## src/rtl/instr_sequencer.sv

```systemverilog
`default_nettype none
// +--------------------------------------------------------------------------+
// | Module   : instr_sequencer                                               |
// | Purpose  : Instruction FIFO and step sequencer that feeds the processor  |
// |            control unit. It buffers 9-bit instructions {op,ra,rb}. It    |
// |            issues them one at a time with a 2-bit step count (00..11),   |
// |            back-to-back with no bubble. Undefined opcodes (011, 110) are |
// |            dropped.                                                      |
// | Ports    : clock    - rising-edge clock                                  |
// |            resetn   - asynchronous reset, active-high (1 = reset)        |
// |            din      - instruction to enqueue                             |
// |            in_valid - din valid; push when in_valid & in_ready           |
// |            in_ready - FIFO has room                                      |
// |            flush    - synchronous: empty FIFO, abort current instruction |
// |            hold     - stall: freeze count and issue                      |
// |            instr    - current instruction to the control unit            |
// |            count    - execution step to the control unit                 |
// |            busy     - an instruction is executing                        |
// |            done     - last step of the current instruction completes     |
// |            illegal  - 1-cycle pulse: undefined opcode popped and dropped |
// |            level    - FIFO occupancy                                     |
// | Revision : 1.0  initial release                                          |
// +--------------------------------------------------------------------------+
module instr_sequencer #(
  parameter int IW    = 9,
  parameter int DEPTH = 4
) (
  input  logic                     clock,
  input  logic                     resetn,
  input  logic [IW-1:0]            din,
  input  logic                     in_valid,
  output logic                     in_ready,
  input  logic                     flush,
  input  logic                     hold,
  output logic [IW-1:0]            instr,
  output logic [1:0]               count,
  output logic                     busy,
  output logic                     done,
  output logic                     illegal,
  output logic [$clog2(DEPTH):0]   level
);

  localparam int PW = $clog2(DEPTH);
  localparam int LW = PW + 1;

  typedef enum logic [0:0] {
    IDLE = 1'b0,
    EXEC = 1'b1
  } state_t;

  state_t          state_q, state_d;
  logic [IW-1:0]   instr_q, instr_d;
  logic [1:0]      count_q, count_d;
  logic            busy_q, busy_d;
  logic            illegal_q, illegal_d;
  logic [LW-1:0]   level_q, level_d;
  logic [PW-1:0]   rd_ptr_q, rd_ptr_d;
  logic [PW-1:0]   wr_ptr_q, wr_ptr_d;
  logic [IW-1:0]   mem_q [DEPTH];

  logic [IW-1:0]   head;
  logic            head_illegal;
  logic            push;
  logic            wr_en;
  logic            pop;
  logic            boundary;

  assign head         = mem_q[rd_ptr_q];
  assign head_illegal = (head[IW-1:IW-3] == 3'b011) || (head[IW-1:IW-3] == 3'b110);
  assign in_ready     = (level_q < LW'(DEPTH));
  assign push         = in_valid & in_ready;
  // A flush discards any same-cycle push, so the storage write is gated too.
  assign wr_en        = push & ~flush;
  // Issue decision point: idle, or the final step of the running instruction.
  assign boundary     = ~hold & ((state_q == IDLE) | (count_q == 2'b11));

  always_comb begin
    state_d   = state_q;
    instr_d   = instr_q;
    count_d   = count_q;
    busy_d    = busy_q;
    illegal_d = 1'b0;
    rd_ptr_d  = rd_ptr_q;
    wr_ptr_d  = wr_ptr_q;
    level_d   = level_q;
    pop       = 1'b0;

    if (flush) begin
      // instr keeps its last value; everything else returns to idle.
      state_d  = IDLE;
      count_d  = 2'b00;
      busy_d   = 1'b0;
      rd_ptr_d = '0;
      wr_ptr_d = '0;
      level_d  = '0;
    end else begin
      if (boundary) begin
        if (level_q != '0) begin
          pop      = 1'b1;
          rd_ptr_d = rd_ptr_q + PW'(1);
          if (head_illegal) begin
            // Dropped entry: behave as though the FIFO were empty this cycle;
            // the next entry is considered on the following cycle.
            illegal_d = 1'b1;
            state_d   = IDLE;
            busy_d    = 1'b0;
            count_d   = 2'b00;
          end else begin
            instr_d = head;
            count_d = 2'b00;
            busy_d  = 1'b1;
            state_d = EXEC;
          end
        end else begin
          state_d = IDLE;
          busy_d  = 1'b0;
          count_d = 2'b00;
        end
      end else if ((state_q == EXEC) && !hold) begin
        count_d = count_q + 2'b01;
      end

      if (push) begin
        wr_ptr_d = wr_ptr_q + PW'(1);
      end
      level_d = level_q + LW'(push) - LW'(pop);
    end
  end

  always_ff @(posedge clock or posedge resetn) begin
    if (resetn) begin
      state_q   <= IDLE;
      instr_q   <= '0;
      count_q   <= 2'b00;
      busy_q    <= 1'b0;
      illegal_q <= 1'b0;
      level_q   <= '0;
      rd_ptr_q  <= '0;
      wr_ptr_q  <= '0;
    end else begin
      state_q   <= state_d;
      instr_q   <= instr_d;
      count_q   <= count_d;
      busy_q    <= busy_d;
      illegal_q <= illegal_d;
      level_q   <= level_d;
      rd_ptr_q  <= rd_ptr_d;
      wr_ptr_q  <= wr_ptr_d;
    end
  end

  // Storage needs no reset: level and the pointers define what is valid.
  always_ff @(posedge clock) begin
    if (wr_en) begin
      mem_q[wr_ptr_q] <= din;
    end
  end

  assign instr   = instr_q;
  assign count   = count_q;
  assign busy    = busy_q;
  assign illegal = illegal_q;
  assign level   = level_q;
  assign done    = busy_q & (count_q == 2'b11) & ~hold;

endmodule
`default_nettype wire
```

## config.mk

```make
export PLATFORM = sky130hd
export DESIGN_NAME = instr_sequencer
export DESIGN_NICKNAME = d
export VERILOG_FILES = /design/src/rtl/instr_sequencer.sv
export SDC_FILE = /design/constraint.sdc
export NUM_CORES = 1
export LEC_CHECK = 0
export CAP_MARGIN = 30
export CORE_ASPECT_RATIO = 0.8
export CORE_MARGIN = 4
export CORE_UTILIZATION = 38
export CTS_CLUSTER_DIAMETER = 30
export DETAILED_ROUTE_END_ITERATION = 10
export SYNTH_ARGS = -nofsm -noshare
export SYNTH_HDL_FRONTEND = slang
export SYNTH_SLANG_ARGS = --single-unit
```

## constraint.sdc

```tcl
create_clock -name clock -period 2.4 [get_ports clock]
set_clock_uncertainty 0.05 [all_clocks]
set_input_delay 0.48 -clock clock [delete_from_list [all_inputs] [get_ports clock]]
set_output_delay 0.48 -clock clock [all_outputs]
set_load 0.02 [all_outputs]
```

==> impl_metrics.ini, run 1 <==
[status]
run_status = finished clean

[drt]
final_antenna_net_count = 0
route.vias.total = 1267
via_density_per_instance = 4.80
wirelength_um = 4210
drt-pass1-iter-count = 5
drc = 0
route.detailed.wl_per_inst_um = 16.0
drt_first_iter_violations = 62

[yosys]
synthesis.area_sq_um = 2280
synth_edf_count = 36
synth_xor_xnor_area_share_pct = 2.31
synthMuxAreaShare_pct = 12.9
synth-simple-area-share_pct = 5.93
synthesized_area_fraction_occupied_by_ao_oa_aoi_and_oai_cells_pct = 2.14
synth_sequential_area_ratio_pct = 69.4
nets_in_the_synthesized_netlist = 154
yosys_warnings = 0
ys_dominant_reg_cell = edfxtp_1
synth_fa_ha_area_share_pct = 4.72
netlist_instances = 132
post_synth_num_cell_types = 26
synth-async-reset-ratio_pct = 35.7
flop_and_latch_count_out_of_synthesis = 56
combinational_family_with_the_most_area_after_synthesis = multiplexers
synth.avg_cell_area_sq_um = 17.3

[power]
power_frac_comb_pct = 36.6
power.ir.vdd_worst_v = 0.000422
power-per-cell-area_nw_per_um2 = 995
net-switching-power_uw = 867
total_leakage_power_uw = 0.00112
power.share.sequential_pct = 43.4
intPower_uw = 2070
power_frac_clock_pct = 20.0
switching_fraction_pct = 29.5

[critical_path]
worst_setup_path_start_kind = flop
required_time_reported_for_the_critical_path_endpoint_ns = 2.54
worst-path-max-fanout = 4
regToRegStartpoint = count[0]
cp.arrival_ns = 2.40
worst_setup_path_end_kind = flop
worst_setup_path_startpoint = count[0]
path_class = flop to flop
timing.reg2reg.setup_slack_ns = 0.15

[sta]
hold_viol = 0
post_layout_worst_setup_margin_ns = 0.147
min_period_over_period_pct = 93.9
achievable-frequency_mhz = 444
min_period_ns = 2.25
max_slew.worst_pin.slew_ns = 0.327
setup_viol = 0
relSlewSlack_pct = 77.9
timing.setup.tns_ns = 0
grt_setup_unrepaired = no
final_max_slew_viol_count = 0

[clock_tree]
tritoncts = yes
cts-root-buf = clkbuf_8
clkSinkCount = 56
cts_buf_count = 5
cts.path.max_buffers = 2
postCtsSetupRepairBufs = 0
htreeDepth = 2
clk_pin_slew_worst_paths_ns = 0.09
clock_latency_ns = 0.30

[place]
placement.cell_area_sq_um = 2830
post-place-ws_ns = -0.252
buffer_ports.inserted = 31
gpl.final_weighted_congestion = 0.736
detailedPlacementHpwl_um = 3050

[floorplan]
die-area_sq_um = 7310
die_y_um = 77.3
rows = 24
die_w_um = 94.6
placeableCoreArea_sq_um = 5620
ioPinCount = 32
initial_core_util_pct = 40.6

[final_layout]
most-common-layout-cells = 36 x edfxtp_1, 30 x clkdlybuf4s50_1, 20 x dfrtp_1
mostFrequentLayoutCell = edfxtp_1
utilization_after_layout_pct = 52.6
area_growth_from_synthesis_to_layout_pct = 29.7
final_layout_size_suffix_gt1_share_pct = 26.3
antenna-diode-count = 0
final_nets = 207
final_cell_area_sq_um = 2960

[global_route]
antenna_found_initial = 0
grt_pass1_vias = 1354
grt-ovfl-total = 0
grt_max_degree = 21
grt_pass1_wl_um = 6850
grt_usage_pct = 12.7

[min_path]
min-delay-start = instr[7]
min_path_type = flop to flop

[flow_run]
maxCapViolations = 0
## through the flow
| stage | power [uW] | hold slack (ns) | std cells |
|---|---|---|---|
| 6_report | 2940 | 0.455 | 264 |
| 5_1_grt | 3110 | 0.488 | 264 |
| 4_1_cts | 2960 | 0.462 | 264 |
| 3_5_place_dp | 2370 | 0.444 | 256 |
| 3_3_place_gp | 2330 | 0.419 | 256 |
| 2_1_floorplan | 1900 | 0.394 | 132 |
## power by group through the flow
stage | Combinational (uW) | Sequential, uW | Clock, uW
5_1_grt | 1170 | 1300 | 641
3_5_place_dp | 1070 | 1300 | 0
4_1_cts | 1070 | 1280 | 607
6_report | 1080 | 1280 | 588
3_3_place_gp | 1040 | 1290 | 0
2_1_floorplan | 491 | 1410 | 0
## synthesized netlist by cell type, types with 2 or more instances
library cell	count	area [sq um]
nand2_1	2	7.51
nor2b_1	3	18.8
inv_1	9	33.8
nor2_1	10	37.5
xnor2_1	5	43.8
clkbuf_1	2	7.51
dfrtp_1	20	500
nor3_1	2	10.0
a21oi_1	3	15.0
mux2_2	8	90.1
mux4_2	9	203
edfxtp_1	36	1080
and3_1	4	25.0
ha_1	7	87.6
## area by class of cell
cell class	count	area, sq um
fillers	470	2660
repair buffers	50	477
clock buffers	5	68.8
flip-flops and latches	56	1580
inverters	9	33.8
well taps	78	97.6
clock inverters	3	37.5
multi-input cells	63	659
## sequential cells by signal, indices dropped and copies added (netlist names)
name	flops
illegal	1
rd_ptr_q	2
mem_q	36
wr_ptr_q	2
count	2
level	3
instr	9
busy	1
## routing by layer
layer | share of wire (%) | vias to the layer above | track usage, %
met5 | 0 | - | 0
met4 | 1.2 | 0 | 4.76
met3 | 3.7 | 5 | 3.03
met2 | 53 | 21 | 21.4
met1 | 42 | 651 | 15.8
li1 | - | 590 | -
## path summary, 6_finish.rpt
path                       cells after the start           to
setup / recovery                              11     level[2]
hold / removal                                 1     instr[7]
setup reg to reg                              11     level[2]
hold reg to reg                                1     instr[7]
max in group asynchronous                      3  wr_ptr_q[1]
min in group asynchronous                      3      illegal
## what timing repair did
action / CTS / global route
setup endpoints to repair: 1 / 1
hold endpoints to repair: 0 / 0
cloned: 0 / 0
resized for setup: 1 / 5
hold buffers: 0 / 0
## logic make-up after synthesis
logic type	after synthesis
compound gates	6
xor+xnor	6
mux	17
fa+ha+maj	8
flops	56
simple gates	26
buf+inv	13
## critical path, cell delays in order (launching register included)
cell     delay [ns]
dfrtp_1        0.43
ha_1           0.25
nor2b_2        0.16
nor3_2         0.06
ha_1           0.28
inv_1          0.06
ha_1           0.13
inv_1          0.05
fa_2           0.35
xnor2_2        0.15
xnor2_1        0.13
nor2_1         0.05
(Power assumes the default switching activity.)
==> inputs of run 2 (changes only) <==
Settings changed: CORE_UTILIZATION 38 to 48, PLACE_DENSITY set to 0.74.
==> run 2 against run 1 <==
Final cell count shrank 6.4%. Clock power up 2%. Sequential power barely moved. First-iteration DRC count fell by 4.8%. Sequential share of layout area fell by 0.58 points. Design area is 1.1% higher. Wire length shrank 1.4%. Non-clock buffer count increased by 1. Sequential cell count did not move. Critical path type unchanged. Largest cell class unchanged.
==> impl_metrics.ini, run 2 (synthesized netlist as in run 1, its figures left out) <==
[status]
run_status = finished clean

[place]
gpl.final_weighted_congestion = 0.775
detailedPlacementHpwl_um = 2960
dpl.cell_count = 237
post-place-ws_ns = -0.245
buffer_ports.inserted = 31

[sta]
hold_viol = 0
relSlewSlack_pct = 75.7
setup_viol = 0
achievable-frequency_mhz = 437
min_period_ns = 2.29
post_layout_worst_setup_margin_ns = 0.112
max_slew.worst_pin.slew_ns = 0.363
final_max_slew_viol_count = 0
min_period_over_period_pct = 95.3
grt_setup_unrepaired = no
whs_ns = 0.444

[clock_tree]
clock_latency_ns = 0.31
clkSinkCount = 56
htreeDepth = 2
clk_pin_slew_worst_paths_ns = 0.10
cts-root-buf = clkbuf_8
cts_buf_count = 5
tritoncts = yes
cts.path.max_buffers = 2

[floorplan]
die_w_um = 85.0
rows = 22
die_y_um = 69.6
ioPinCount = 32
die-area_sq_um = 5920
initial_core_util_pct = 49.6
placeableCoreArea_sq_um = 4600

[power]
total_leakage_power_uw = 0.00113
power-per-cell-area_nw_per_um2 = 997
power.ir.vdd_worst_v = 0.000519

[global_route]
grt_pass1_wl_um = 6770
antenna_found_initial = 0
grt-ovfl-total = 0
grt_pass1_vias = 1354
grt_usage_pct = 15.1
grt_max_degree = 21

[final_layout]
most-common-layout-cells = 36 x edfxtp_1, 30 x clkdlybuf4s50_1, 20 x dfrtp_1
layoutNonFillerInstCount = 247
final_layout_size_suffix_gt1_share_pct = 28.9
antenna-diode-count = 0
area_growth_from_synthesis_to_layout_pct = 31.1
largest_register = mem_q
largest_reg_flops = 36
final_nets = 208
mostFrequentLayoutCell = edfxtp_1

[drt]
drc = 0
route.vias.total = 1248
via_density_per_instance = 5.05
final_antenna_net_count = 0
wirelength_um = 4150
drt_first_iter_violations = 59
route.detailed.wl_per_inst_um = 16.8
drt-pass1-iter-count = 4

[min_path]
min_path_type = flop to flop

[critical_path]
required_time_reported_for_the_critical_path_endpoint_ns = 2.53
path_class = flop to flop
worst_setup_path_end_kind = flop
cp.arrival_ns = 2.42
worst-path-max-fanout = 8
worst_setup_path_start_kind = flop

[flow_run]
maxCapViolations = 0
run 2: final timing paths:
path,from,to,slack (ns),depth (start not counted)
max,count[0],instr[4],0.11,8
min,instr[7],instr[7],0.44,1
max reg2reg,count[0],instr[4],0.11,8
min reg2reg,instr[7],instr[7],0.44,1
max in group asynchronous,resetn,instr[4],1.62,3
min in group asynchronous,resetn,instr[1],0.45,3
run 2: report_power, final:
group	internal, uW	leakage (uW)	total [uW]	switching (uW)
clock network	309	0.0000541	600	291
logic	600	0.000499	1100	498
registers	1180	0.000582	1280	96.6
total	2090	0.00113	2980	886
run 2: cell type report:
cell class | instances | area (sq um)
clock buffers | 5 | 68.8
clock inverters | 3 | 42.5
multi-input cells | 63 | 664
inverters | 9 | 33.8
fillers | 319 | 1610
flip-flops and latches | 56 | 1580
well taps | 60 | 75.1
repair buffers | 51 | 522
run 2: metrics by stage:
| step | instance area, sq um | power [uW] | utilization (%) | TNS, ns |
|---|---|---|---|---|
| 2_1_floorplan | 2280 | 1900 | - | 0 |
| 3_3_place_gp | 2840 | 2320 | 61.7 | -0.869 |
| 3_5_place_dp | 2840 | 2360 | 61.7 | -1.51 |
| 4_1_cts | 2950 | 2970 | 64.1 | 0 |
| 5_1_grt | 2990 | 3150 | 65.0 | 0 |
| 6_report | 2990 | 2980 | 65.0 | 0 |
run 2: timing repair:
item,in CTS,in global routing
hold buffers,0,0
gates cloned,0,0
setup endpoints to repair,1,1
buffers inserted,0,2
pin swaps,0,0
resized for setup,1,7
run 2: worst max-delay path: stages, from the launching register on:
cell	delay, ns
dfrtp_1	0.41
ha_2	0.23
nor2b_2	0.06
buf_4	0.13
buf_4	0.13
or4_1	0.49
a21oi_4	0.19
buf_12	0.15
mux2_2	0.33
run 2: per-layer routing:
| layer | track usage (%) | up-vias | routed length [um] |
|---|---|---|---|
| li1 | - | 590 | - |
| met1 | 18.9 | 630 | 1800 |
| met2 | 25.2 | 26 | 2180 |
| met3 | 4.75 | 2 | 149 |
| met4 | 4.22 | 0 | 27 |
| met5 | 0 | - | 0 |
